### src/rtl/traffic_light_monitor.sv
// -----------------------------------------------------------------------------
// traffic_light_monitor
//
// Passive safety checker for the red/yellow/green outputs of a traffic light
// controller. It follows the phase sequence RED -> GREEN -> YELLOW -> RED,
// measures how long each phase lasts, and flags illegal encodings,
// out-of-order colours and phase-duration errors. It never drives the
// controller.
//
// Parameters:
//   RED_TIME, GREEN_TIME, YELLOW_TIME - required phase lengths in clk cycles
//   CNT_W                             - run-length counter width; must hold
//                                       max(*_TIME)+1
//
// Ports:
//   clk          in   rising-edge clock
//   reset        in   synchronous, active-low reset
//   red          in   red light under observation
//   yellow       in   yellow light under observation
//   green        in   green light under observation
//   phase        out  tracked phase: 0 WAIT, 1 RED, 2 GREEN, 3 YELLOW
//   err_illegal  out  one-cycle pulse: encoding not one-hot
//   err_order    out  one-cycle pulse: legal colour out of sequence
//   err_timing   out  one-cycle pulse: phase too short or too long
//   error        out  sticky OR of all pulses, cleared only by reset
//   err_count    out  cycles carrying any pulse, saturating at 255
//   cycles       out  completed YELLOW->RED transitions, wraps at 2^16
//   last_len     out  length of the most recently exited phase
// -----------------------------------------------------------------------------
module traffic_light_monitor #(
    parameter int RED_TIME    = 10,
    parameter int GREEN_TIME  = 8,
    parameter int YELLOW_TIME = 3,
    parameter int CNT_W       = 8
) (
    input  logic             clk,
    input  logic             reset,
    input  logic             red,
    input  logic             yellow,
    input  logic             green,
    output logic [1:0]       phase,
    output logic             err_illegal,
    output logic             err_order,
    output logic             err_timing,
    output logic             error,
    output logic [7:0]       err_count,
    output logic [15:0]      cycles,
    output logic [CNT_W-1:0] last_len
);

    localparam logic [1:0] ST_WAIT   = 2'd0;
    localparam logic [1:0] ST_RED    = 2'd1;
    localparam logic [1:0] ST_GREEN  = 2'd2;
    localparam logic [1:0] ST_YELLOW = 2'd3;

    localparam logic [CNT_W-1:0] RED_LEN    = CNT_W'(RED_TIME);
    localparam logic [CNT_W-1:0] GREEN_LEN  = CNT_W'(GREEN_TIME);
    localparam logic [CNT_W-1:0] YELLOW_LEN = CNT_W'(YELLOW_TIME);
    localparam logic [CNT_W-1:0] RUN_ONE    = CNT_W'(1);

    logic [1:0]       state_q,       state_d;
    logic             chk_q,         chk_d;
    logic [CNT_W-1:0] run_q,         run_d;
    logic [CNT_W-1:0] last_len_q,    last_len_d;
    logic [15:0]      cycles_q,      cycles_d;
    logic [7:0]       err_count_q,   err_count_d;
    logic             error_q,       error_d;
    logic             err_illegal_q, err_illegal_d;
    logic             err_order_q,   err_order_d;
    logic             err_timing_q,  err_timing_d;

    logic [1:0]       sample_state;   // ST_WAIT doubles as "not one-hot"
    logic [1:0]       expected_state;
    logic [CNT_W-1:0] phase_len;
    logic [CNT_W-1:0] run_inc;
    logic             any_pulse;

    // Decode the sampled lights, the legal successor of the current phase and
    // the required length of the current phase.
    always_comb begin
        unique case ({red, yellow, green})
            3'b100:  sample_state = ST_RED;
            3'b010:  sample_state = ST_YELLOW;
            3'b001:  sample_state = ST_GREEN;
            default: sample_state = ST_WAIT;
        endcase

        unique case (state_q)
            ST_RED:    begin expected_state = ST_GREEN;  phase_len = RED_LEN;    end
            ST_GREEN:  begin expected_state = ST_YELLOW; phase_len = GREEN_LEN;  end
            ST_YELLOW: begin expected_state = ST_RED;    phase_len = YELLOW_LEN; end
            default:   begin expected_state = ST_WAIT;   phase_len = '0;         end
        endcase

        run_inc = (run_q == '1) ? run_q : run_q + RUN_ONE;
    end

    always_comb begin
        // NOTE: every variable gets a default before any branch so that no
        // path leaves it unassigned, which would otherwise infer a latch.
        state_d       = state_q;
        chk_d         = chk_q;
        run_d         = run_q;
        last_len_d    = last_len_q;
        cycles_d      = cycles_q;
        err_illegal_d = 1'b0;
        err_order_d   = 1'b0;
        err_timing_d  = 1'b0;

        if (state_q == ST_WAIT) begin
            // First observed phase is partial, so it is never timing-checked.
            if (sample_state != ST_WAIT) begin
                state_d = sample_state;
                chk_d   = 1'b0;
                run_d   = RUN_ONE;
            end
        end else if (sample_state == ST_WAIT) begin
            // Illegal encoding: drop the phase without measuring it.
            err_illegal_d = 1'b1;
            state_d       = ST_WAIT;
            chk_d         = 1'b0;
            run_d         = '0;
        end else if (sample_state == state_q) begin
            run_d = run_inc;
            // Overrun is reported once; clearing chk suppresses a second
            // report when the phase finally exits.
            if (chk_q && (run_inc == phase_len + RUN_ONE)) begin
                err_timing_d = 1'b1;
                chk_d        = 1'b0;
            end
        end else begin
            // Any colour change ends the phase. The exiting phase is checked
            // even on an order error, so underrun and order can coincide.
            last_len_d = run_q;
            if (chk_q && (run_q != phase_len)) begin
                err_timing_d = 1'b1;
            end
            state_d = sample_state;
            run_d   = RUN_ONE;
            if (sample_state == expected_state) begin
                chk_d = 1'b1;
                if (state_q == ST_YELLOW) begin
                    cycles_d = cycles_q + 16'd1;
                end
            end else begin
                err_order_d = 1'b1;
                chk_d       = 1'b0;
            end
        end
    end

    // Pulses are counted per cycle, not per pulse.
    assign any_pulse   = err_illegal_d | err_order_d | err_timing_d;
    assign error_d     = error_q | any_pulse;
    assign err_count_d = (any_pulse && (err_count_q != 8'hFF)) ? err_count_q + 8'd1
                                                                : err_count_q;

    always_ff @(posedge clk) begin
        // NOTE: reset is only looked at on the clock edge, so it sits inside
        // the clocked branch rather than in the sensitivity list.
        if (!reset) begin
            state_q       <= ST_WAIT;
            chk_q         <= 1'b0;
            run_q         <= '0;
            last_len_q    <= '0;
            cycles_q      <= '0;
            err_count_q   <= '0;
            error_q       <= 1'b0;
            err_illegal_q <= 1'b0;
            err_order_q   <= 1'b0;
            err_timing_q  <= 1'b0;
        end else begin
            // NOTE: non-blocking assignments make every flop update from the
            // values present before the edge, independent of statement order.
            state_q       <= state_d;
            chk_q         <= chk_d;
            run_q         <= run_d;
            last_len_q    <= last_len_d;
            cycles_q      <= cycles_d;
            err_count_q   <= err_count_d;
            error_q       <= error_d;
            err_illegal_q <= err_illegal_d;
            err_order_q   <= err_order_d;
            err_timing_q  <= err_timing_d;
        end
    end

    assign phase       = state_q;
    assign err_illegal = err_illegal_q;
    assign err_order   = err_order_q;
    assign err_timing  = err_timing_q;
    assign error       = error_q;
    assign err_count   = err_count_q;
    assign cycles      = cycles_q;
    assign last_len    = last_len_q;

endmodule
### config.mk
export PLATFORM = sky130hd
export DESIGN_NAME = traffic_light_monitor
export DESIGN_NICKNAME = d
export VERILOG_FILES = /design/src/rtl/traffic_light_monitor.sv
export SDC_FILE = /design/constraint.sdc
export NUM_CORES = 1
export LEC_CHECK = 0
export CAP_MARGIN = 25
export CORE_MARGIN = 2
export CORE_UTILIZATION = 45
export DETAILED_ROUTE_END_ITERATION = 12
export PLACE_DENSITY_LB_ADDON = 0.25
export SLEW_MARGIN = 5
export SYNTH_ARGS = -nofsm -noshare
export SYNTH_HDL_FRONTEND = slang
export SYNTH_SLANG_ARGS = --single-unit
### constraint.sdc
create_clock -name clk -period 4 [get_ports clk]
set_input_delay 0.6 -clock clk [delete_from_list [all_inputs] [get_ports clk]]
set_output_delay 0.6 -clock clk [all_outputs]
set_load 0.02 [all_outputs]
=== Word level (Yosys, flattened, before mapping) ===
Index checks and enable logic that the tools add are counted.

* Flip-flop bits (word level): 47
* Input bits: 5
* Output and inout port bits: 38
* Word-level logic and storage cells: 74

* Add/sub/neg operators: 4
* Eq/ne operators: 15
* Muxes and demuxes: 29
* Bitwise logic cells: 6
* Reductions and logical operators: 10

{| class="wikitable"
|+ Operator list
! operator !! count
|-
| 8-bit two-way mux || 5
|-
| 8-bit by 1-bit adder with 8-bit output (second input constant) || 3
|-
| 1-bit two-way mux || 17
|-
| 16-bit by 1-bit adder with 16-bit output (second input constant) || 1
|-
| 2-bit case mux with 3 select lines || 2
|-
| 4-bit case mux with 3 select lines || 1
|-
| 8-bit == test || 1
|-
| 8-bit == test (second input constant) || 1
|-
| 2-bit two-way mux || 4
|-
| 8-bit inequality test || 1
|-
| 8-bit inequality test (second input constant) || 1
|-
| 5-bit AND reduction || 1
|-
| 2-bit == test || 2
|-
| 2-bit == test (second input constant) || 2
|-
| 2-bit zero test || 2
|-
| 4-bit by 3-bit inequality test with 1-bit output (second input constant) || 1
|-
| 2-bit AND reduction || 2
|-
| 3-bit by 1-bit == test with 1-bit output (second input constant) || 1
|-
| 3-bit by 2-bit == test with 1-bit output (second input constant) || 1
|-
| 3-bit == test (second input constant) || 1
|-
| 1-bit logical AND || 3
|-
| 3-bit inequality test (second input constant) || 1
|-
| 1-bit NOT || 3
|-
| 1-bit OR || 3
|-
| 4 further kinds || 4
|}

=== Longest topological paths before layout ===
Gate-level depths: netlist (run 1).

* Depth after elaboration: 11
* Depth in mapped cells: 13
* Depth with buffers taken out: 10

=== Least setup slack after synthesis (run 1) ===
Ideal clock, no wire load.

* Kind: flip-flop to flip-flop
* From: reg state_q[0] (netlist: phase[0])
* To: reg cycles_q[14] (netlist: cycles[14])
* Setup time: 0.071 ns
* Arrival: 2.952 ns
* Required time: 3.929 ns
* Slack: 0.977 ns
* Stages on the path, launching flop included: 13
* Path buffers: 2
* Clock period less this slack: 3.023 ns
* Cell sequence: dfxtp_1 -> buf_2 -> inv_1 -> ha_1 -> or4bb_1 -> o211ai_1 -> a211o_2 -> and4b_1 -> buf_4 -> and3_4 -> nand2_2 -> or3_1 -> a21oi_1

* Word-level cells in the longest chain between the ends: 4
* Elaborated cells on any way between the ends: 10
* Those cells by class: 5 x eq/ne; 1 x mux; 2 x bitwise; 2 x reduce/logical

{| class="wikitable"
|+ RTL lines
! element !! RTL line !! text
|-
| start, declared || 61 || <nowiki>logic [1:0] state_q, state_d;</nowiki>
|-
| start signal, assigned || 175 || <nowiki>state_q <= state_d;</nowiki>
|-
| 2-bit == test, or another cell as far along || 88, 142 ||
|-
| 2-bit case mux with 3 select lines || 88 || <nowiki>unique case (state_q)</nowiki>
|-
| 2-bit == test || 140 || <nowiki>if (sample_state == expected_state) begin</nowiki>
|-
| 5-bit AND reduction (no source line) * || n/a ||
|-
| end signal, assigned || 179 || <nowiki>cycles_q <= cycles_d;</nowiki>
|-
| end, declared || 65 || <nowiki>logic [15:0] cycles_q, cycles_d;</nowiki>
|}

Every way passes the cells marked *; elsewhere a longest branch is shown, timed or not.
A chain may end at the register's enable or synchronous reset.

=== Worst setup path in the final report (run 1) ===
* From: in green
* To: reg err_count_q[4] (netlist: err_count[4])

* Word-level cells in the longest chain between the ends: 10
* Elaborated cells on any way between the ends: 19
* Those cells by class: 5 x eq/ne; 10 x mux; 2 x bitwise; 2 x reduce/logical

{| class="wikitable"
|+ RTL lines
! element !! RTL line !! text
|-
| start, declared || 40 || <nowiki>input logic green,</nowiki>
|-
| 3-bit by 1-bit == test with 1-bit output, or another cell as far along || 81 || <nowiki>unique case ({red, yellow, green})</nowiki>
|-
| 2-bit case mux with 3 select lines * || 81 ||
|-
| 2-bit == test || 140 ||
|-
| 1-bit two-way mux || 140 ||
|-
| 1-bit two-way mux || 123 || <nowiki>end else if (sample_state == state_q) begin</nowiki>
|-
| 1-bit two-way mux || 117 || <nowiki>end else if (sample_state == ST_WAIT) begin</nowiki>
|-
| 1-bit two-way mux || 110 || <nowiki>if (state_q == ST_WAIT) begin</nowiki>
|-
| 1-bit OR || 153 || <nowiki>assign any_pulse = err_illegal_d | err_order_d | err_timing_d;</nowiki>
|-
| 1-bit OR * || 153 ||
|-
| 1-bit logical AND * || 155 || <nowiki>assign err_count_d = (any_pulse && (err_count_q != 8'hFF)) ? err_count_q + 8'd1</nowiki>
|-
| end signal, assigned || 180 || <nowiki>err_count_q <= err_count_d;</nowiki>
|-
| end, declared || 66 || <nowiki>logic [7:0] err_count_q, err_count_d;</nowiki>
|}

Marked as above.

==> results.md, run 1 <==
- Flop pwr share: 0.483
- WP data arrival: 3.52 ns
- Starting Density: 0.464
- Synthesis Warnings: 0
- MaxCap Viol Count: 0
- Worst R2R Start: phase[1]
- Crit. End Element: flip-flop
- Reg2reg end: cycles[10]
- Filler instances: 564
- GRT overflow: 0
- Postcts setup bufs: 0
- Peak supply drop: 0.000165 V
- Synthesized cell area: 2730 µm²
- First-pass GRT wire length: 10.4 mm
- P_int: 741 µW
- # port buffers: between 40 and 50
- Setup TNS: 0 ns
- Post-synthesis sequential area ratio: 0.345
- Relative slew slack: 0.468
- Multi-input logic area: 1630 µm²
- # diodes: 0
- Commonest cells after routing, fill and taps aside: dfxtp_1, nor2_1, clkdlybuf4s50_1
- WP data required: 4.23 ns
- Pin count of the biggest net entering global routing: 47
- Initial DRC Count: 136
- Vias per cell: 5.67
- Reg clk slew, reported paths: 0.09 ns
- I/O pins: 43
- Cts hold-fix bufs: 0
- Synthesized netlist cell count: 328
- Crit path from: green
- Worst skew pair latency: 0.30 ns
- Placed Area: 3140 µm²
- R2R cell count: 10
- Final Cycle Share: 0.822
- TritonCTS buffer count: 5
- CP Class: input pin to flip-flop
- Setup WS post-layout: between 0.7 and 0.8 ns
- Crit path time final: 3.29 ns
- Hold Violations, Final: 0
- Worst-path fanout max: 17
- Fin util: 0.555
- Syn nets: 342
- Synth cell types: 64
- DRC violations left: 0
- Register bit total from synthesis: 47
- CTS H-tree depth: 2
- Worst-margin pin slew: 0.796 ns
- Top_reg_cell synth: dfxtp_1
- DP Worst Slack: ~0.44 ns
- Nets: 371
- Fraction of layout cells with a size suffix above 1: 0.0782
- Fin area: 3260 µm²
- Register area: 941 µm²
- Syn Area/Cell: between 8 and 9 µm²
- Final ANT Viol Nets: 0
- Core area: around 5900 µm²
- Vias in the first global route: 2,290
- Num rows: 28
- Antenna violations before repair: 0
- Worst Setup EP: err_count[4]
- Async set or reset register ratio after synthesis: 0
- Most common cell after layout, fill and taps aside: dfxtp_1
- HPWL Detailed: 4.27 mm
- Logic pwr share: 0.147
- Endpoints failing setup: 0
- Drt wl/cell: 14.2 µm
- Leakage: ~1.1 nW
- Die extent in x: between 80 and 90 µm
- Clock skew: 0.00619 ns
- Net Sw Power: 270 µW
- Area Overhead vs Synth: 19.6%
- GRT Total Usage: 0.196
- Overall die area: 6710 µm²
- FMAX: 304 MHz
- CTS tree: done
- # clock sinks: 47
- PostCTS Resize Cnt: 0
- EDFF count, synth: 0
- Switching Share: 0.267
- CTS max path bufs: 2
- Status: finished clean
- Inst Count DP: 425
- Flop-to-flop setup slack: 0.78 ns
- Power share of the clock group: 0.370
- Final WL: 6.13 mm
- RSZ-0062 raised after global routing: no
- Slew Viols, Final: 0
- Crit path launch type: input pin
- Via Count: approximately 2,500
- Final non-filler cell total: 433
- Die Ht: 81.9 µm
- Worst hold path type: flip-flop to flip-flop
- Clock Root Buffer: clkbuf_8
- RD Place Congestion: 0.846
- P per Cell Area: ~310 nW/µm²
- Pre-antenna DRT Iters: 4
## power by group through the flow
stage	clock network (mW)	registers (mW)	logic, mW
4_1_cts	0.384	0.488	0.149
6_report	0.374	0.488	0.149
5_1_grt	0.404	0.490	0.166
3_5_place_dp	0	0.499	0.148
2_1_floorplan	0	0.503	0.105
3_3_place_gp	0	0.499	0.147
## flip-flops by register name, summed over array words and instances (netlist names)
name	count
run_q	8
chk_q	1
error	1
err_illegal	1
last_len	8
err_timing	1
err_count	8
cycles	16
err_order	1
phase	2
## layer usage
layer  vias up  global-route usage  share of wire
met4         0              0.0400         0.0098
li1       1241                   -              -
met5         -                   0              0
met3         7              0.0396          0.042
met1      1150               0.262           0.48
met2        58               0.328           0.47
## Yosys cell counts (3+ instances only)
cell | count | area share
ha_1 | 9 | 0.041
nand2_1 | 19 | 0.026
nand4_1 | 4 | 0.0092
a211oi_1 | 3 | 0.0082
nor3_1 | 10 | 0.018
a21oi_1 | 21 | 0.038
or3_1 | 7 | 0.016
dfxtp_1 | 47 | 0.34
and2_1 | 3 | 0.0069
or4_1 | 4 | 0.011
and3_1 | 5 | 0.011
o31ai_1 | 3 | 0.0082
clkbuf_1 | 9 | 0.012
o21bai_1 | 3 | 0.0082
xor2_1 | 14 | 0.045
nor2_1 | 42 | 0.058
o21ai_0 | 14 | 0.026
buf_2 | 9 | 0.016
nand2b_1 | 4 | 0.0092
nand3_1 | 16 | 0.029
o211ai_1 | 4 | 0.011
inv_1 | 10 | 0.014
xnor2_1 | 5 | 0.016
mux2i_1 | 10 | 0.037
and4_1 | 3 | 0.0096
## metrics by stage
| step | total power, mW | hold WS (ns) |
|---|---|---|
| after floorplan | 0.608 | 0.479 |
| after global placement | 0.645 | 0.477 |
| after detailed placement | 0.647 | 0.489 |
| after CTS | 1.02 | 0.511 |
| after global routing | 1.06 | 0.542 |
| final | 1.01 | 0.504 |
## worst max-delay path, cell delays in order
cell,delay [ns]
clkdlybuf4s50_1,0.79
or4bb_1,0.54
a31oi_2,0.23
nor2_2,0.11
nor2_1,0.14
nor4b_4,0.28
nor2_1,0.15
or4_1,0.52
a21oi_1,0.15
## how the worst min path moves through the flow
stage / from / to / slack [ns] / cells after the start
floorplan: chk_q / chk_q / 0.48 / 2
global placement: last_len[1] / last_len[1] / 0.48 / 2
detailed placement: last_len[1] / last_len[1] / 0.49 / 2
CTS: last_len[1] / last_len[1] / 0.51 / 2
global route: cycles[10] / cycles[10] / 0.54 / 2
finish: last_len[1] / last_len[1] / 0.50 / 2
## cells by family (layout without fill, tap and decap cells)
| group | count (synthesis) | count (layout) | share of synthesized area |
|---|---|---|---|
| compound gates | 70 | 70 | 0.176 |
| xor+xnor | 19 | 19 | 0.0610 |
| fa+ha+maj | 9 | 9 | 0.0412 |
| buf+inv | 33 | 63 | 0.0577 |
| flops | 47 | 47 | 0.345 |
| mux | 10 | 10 | 0.0367 |
| simple gates | 140 | 140 | 0.283 |
## final cells by class
class                      count  area share
clock inverter                 2      0.0119
inverter                      11      0.0126
clock buffer                   6      0.0253
tap                           75      0.0287
multi-input combinational    248       0.500
sequential                    47       0.288
timing repair buffer          44       0.133
Note: power is estimated with default switching activity, not from simulation.
==> run 2: changes to the inputs <==
==> constraint.sdc (replaced) <==
create_clock -name clk -period 2.9 [get_ports clk]
set_input_delay 0.435 -clock clk [delete_from_list [all_inputs] [get_ports clk]]
set_output_delay 0.435 -clock clk [all_outputs]
set_load 0.02 [all_outputs]
==> results.md, run 2 (synthesis gave the netlist of run 1 again) <==
- Status: finished clean
- Worst R2R Start: phase[0]
- Final WL: ~6.6 mm
- Starting Density: 0.464
- Crit path launch type: input pin
- Cts hold-fix bufs: 0
- Crit path from: red
- Vias in the first global route: about 2,300
- FMAX: approximately 360 MHz
- Worst-path fanout max: 4
- Num rows: 28
- Slew Viols, Final: 0
- Worst skew pair latency: 0.29 ns
- Via Count: 2,565
- Hold Violations, Final: 0
- CTS tree: done
- WP data required: 3.12 ns
- RSZ-0062 raised after global routing: no
- DRC violations left: 0
- Filler instances: approximately 540
- R2R cell count: 10
- Clock Root Buffer: clkbuf_8
- Overall die area: 6710 µm²
- Crit. End Element: flip-flop
- Setup WS post-layout: 0.146 ns
- I/O pins: 43
- Clock skew: between 0.005 and 0.006 ns
- CP Class: input pin to flip-flop
- Die Ht: 81.9 µm
- CTS H-tree depth: 2
- GRT overflow: 0
- Leakage: 1.28 nW
- Vias per cell: 5.56
- # diodes: 0
- Antenna violations before repair: 0
- Pre-antenna DRT Iters: 4
- P per Cell Area: roughly 380 nW/µm²
- Worst hold path type: flip-flop to flip-flop
- Endpoints failing setup: 0
- Initial DRC Count: 129
- CTS max path bufs: 2
- Fraction of layout cells with a size suffix above 1: 0.179
- Relative slew slack: 0.458
- Pwr Total: 1.33 mW
- # clock sinks: 47
- Peak supply drop: roughly 0.00033 V
- Final Cycle Share: 0.950
- RD Place Congestion: 0.904
- Pin count of the biggest net entering global routing: 47
- TritonCTS buffer count: 5
- Reg clk slew, reported paths: 0.09 ns
- WP data arrival: 2.97 ns
- Nets: 399
- Area Overhead vs Synth: 28.9%
- Core area: 5890 µm²
- Drt wl/cell: 14.3 µm
- MaxCap Viol Count: 0
- GRT Total Usage: 0.208
- Fin util: 0.598
- Final ANT Viol Nets: 0
- HPWL Detailed: 4.68 mm
- Worst-margin pin slew: 0.812 ns
- First-pass GRT wire length: approximately 11 mm
- Reg2reg end: err_count[4]
- Die extent in x: 81.9 µm
- DP Worst Slack: -0.214 ns
- # port buffers: 42
- Flop-to-flop setup slack: 0.16 ns
- Most common cell after layout, fill and taps aside: dfxtp_1
- Crit path time final: ~2.8 ns
- Commonest cells after routing, fill and taps aside: dfxtp_1, nor2_1, clkdlybuf4s50_1
- Max reg flops: 16
- Worst Setup EP: err_count[4]
## run 2: worst max-delay path: stages
cell and delay (ns):
clkdlybuf4s50_1 0.52, or3b_4 0.42, a221oi_4 0.30, nor2_2 0.06, nor2_1 0.14, nor4b_4 0.33, nor2_2 0.09, or4_1 0.51
a21oi_1 0.17
## run 2: per-stage QoR
stage | TNS [ns] | area, µm² | instances | hold slack (ns)
2_1_floorplan | 0 | 2740 | 328 | 0.479
6_report | 0 | 3520 | 461 | 0.505
3_5_place_dp | -1.82 | 3350 | 452 | 0.484
5_1_grt | 0 | 3520 | 461 | 0.517
3_3_place_gp | -1.21 | 3350 | 452 | 0.479
4_1_cts | 0 | 3440 | 460 | 0.508
## run 2: worst min path at each step
| stage | start | to | slack, ns | cells after the start |
|---|---|---|---|---|
| detailed placement | last_len[7] | last_len[7] | 0.48 | 2 |
| finish | last_len[7] | last_len[7] | 0.51 | 2 |
| CTS | last_len[7] | last_len[7] | 0.51 | 2 |
| global placement | last_len[1] | last_len[1] | 0.48 | 2 |
| global route | error | error | 0.52 | 2 |
| floorplan | chk_q | chk_q | 0.48 | 2 |
## run 2: cell type report
class / count / area, µm² / area share
multi-input cells: 248 / 1700 / 0.482
flip-flops and latches: 47 / 948 / 0.270
repair buffers: 72 / 651 / 0.185
well taps: 75 / 93.8 / 0.0267
clock buffers: 5 / 68.8 / 0.0196
inverters: 11 / 41.3 / 0.0117
clock inverters: 3 / 20.0 / 0.00569
## run 2: what timing repair did
item	in CTS	in global routing
resized for setup	0	16
setup buffers	0	1
endpoints found under the hold margin	0	0
endpoints found under the setup margin	0	5
## run 2: routing by layer
layer / share of wire / global-route usage / vias to the layer above
met5: 0 / 0 / -
met4: 0.0058 / 0.0333 / 0
met3: 0.045 / 0.0451 / 4
met2: 0.47 / 0.342 / 59
met1: 0.48 / 0.284 / 1213
li1: - / - / 1289
## run 2: where the power goes
group / internal (mW) / switching (mW) / total (mW) / leakage [nW]
Sequential: 0.657 / 0.0105 / 0.667 / 0.382
Clock: 0.168 / 0.228 / 0.396 / 0.0402
Combinational: 0.118 / 0.144 / 0.262 / 0.854
Total: 0.943 / 0.383 / 1.33 / 1.28
==> run 3: changes to the inputs <==
--- a/config.mk
+++ b/config.mk
@@ -9,6 +9,7 @@
 export CORE_MARGIN = 2
 export CORE_UTILIZATION = 45
 export DETAILED_ROUTE_END_ITERATION = 12
+export DONT_BUFFER_PORTS = 1
 export PLACE_DENSITY_LB_ADDON = 0.25
 export SLEW_MARGIN = 5
 export SYNTH_ARGS = -nofsm -noshare
==> results.md, run 3 (synthesis gave the netlist of run 1 again) <==
- Status: finished clean
- Crit-path slowest cell: or4bb_1
- WP data required: 3.13 ns
- Clock Root Buffer: clkbuf_8
- FMAX: about 360 MHz
- Logic pwr share: 0.141
- Final WL: ~6.1 mm
- DRC violations left: 0
- Commonest cells after routing, fill and taps aside: dfxtp_1, nor2_1, a21oi_1
- Core area: 5890 µm²
- RD Place Congestion: about 0.9
- Nets: between 300 and 400
- # diodes: 0
- Fraction of layout cells with a size suffix above 1: 0.144
- CP delay by family, top: simple AND/OR/NAND/NOR gates
- WP data arrival: 3.01 ns
- WP buf/inv: 1
- Worst skew pair latency: 0.31 ns
- Switching Share: 0.274
- First-pass GRT wire length: around 9.8 mm
- Leakage: about 1.0 nW
- Area Overhead vs Synth: 8.71%
- Cts hold-fix bufs: 0
- TritonCTS buffer count: 5
- # clock sinks: 47
- I/O pins: 43
- CTS H-tree depth: 2
- Final Cycle Share: 0.956
- Clock skew: 0.00986 ns
- Worst hold path type: input pin to flip-flop
- Pwr Total: 1.37 mW
- GRT Total Usage: 0.187
- PostCTS Resize Cnt: 0
- Crit path time final: around 2.8 ns
- Setup TNS: 0 ns
- Starting Density: 0.464
- Crit. End Element: flip-flop
- Final non-filler cell total: about 400
- HPWL Detailed: ~4.3 mm
- Max reg flops: 16
- CTS max path bufs: 2
- Relative slew slack: 0.483
- Overall die area: 6710 µm²
- Filler instances: 561
- Crit-path max cell delay: 0.48 ns
- # port buffers: 0
- P per Cell Area: ~460 nW/µm²
- Pre-antenna DRT Iters: 4
- Reg clk slew, reported paths: ~0.1 ns
- Multi-input logic area: 1680 µm²
- CP Class: flip-flop to flip-flop
- Register area: 943 µm²
- Hold WS: 0.228 ns
- Postcts setup bufs: 0
- Most common cell after layout, fill and taps aside: dfxtp_1
- Setup WS post-layout: 0.128 ns
- Inst Count DP: 394
- P_int: 996 µW
- Initial DRC Count: 113
- Fin util: 0.504
- Die extent in x: 81.9 µm
- GRT overflow: 0
- Die Ht: 81.9 µm
- Fin area: 2970 µm²
- Flop pwr share: 0.495
- Placed Area: ~2800 µm²
- Slew Viols, Final: 0
- Num rows: 28
- Endpoints failing setup: 0
- Antenna violations before repair: 0
- Peak supply drop: 0.000213 V
- Vias per cell: roughly 5.7
- Worst path cell trace: inv_1, ha_4, or4bb_1, o211ai_1, a211o_2, and4b_2, and3_4, nand2_2, or3_1, a21oi_1
- MaxCap Viol Count: 0
- Via Count: around 2,300
- DP Worst Slack: 0.0604 ns
- Net Sw Power: 376 µW
- Hold Violations, Final: 0
- Final ANT Viol Nets: 0
- Worst-margin pin slew: slightly below 0.8 ns
- Worst-path fanout max: 6
- Drt wl/cell: 15.2 µm
- Crit path launch type: flip-flop
- CTS tree: done
- Vias in the first global route: 2,056
- Power share of the clock group: 0.364
- Pin count of the biggest net entering global routing: 47
[run 3: power groups by stage]
stage	Clock [mW]	Sequential [mW]	Combinational, mW
3_3_place_gp	0	0.694	0.183
2_1_floorplan	0	0.694	0.145
5_1_grt	0.545	0.681	0.214
4_1_cts	0.513	0.679	0.185
6_report	0.500	0.679	0.194
3_5_place_dp	0	0.694	0.183
[run 3: worst paths after layout]
kind,slack (ns),cells past startpoint,startpoint,to
setup / recovery,0.13,10,phase[1],cycles[14]
hold / removal,0.23,2,reset,run_q[7]
setup reg to reg,0.13,10,phase[1],cycles[14]
hold reg to reg,0.56,2,chk_q,chk_q
[run 3: layout make-up]
type,instances,area share
flip-flops and latches,47,0.318
well taps,75,0.0316
clock buffers,5,0.0232
inverters,11,0.0139
multi-input cells,248,0.565
clock inverters,3,0.0156
repair buffers,13,0.0329
[run 3: routing by layer]
layer | share of wire | GRT usage | wire (µm)
met1 | 0.49 | 0.254 | 2970
met2 | 0.45 | 0.289 | 2750
met3 | 0.057 | 0.0582 | 350
met4 | 0.0082 | 0.0433 | 50
met5 | 0 | 0 | 0
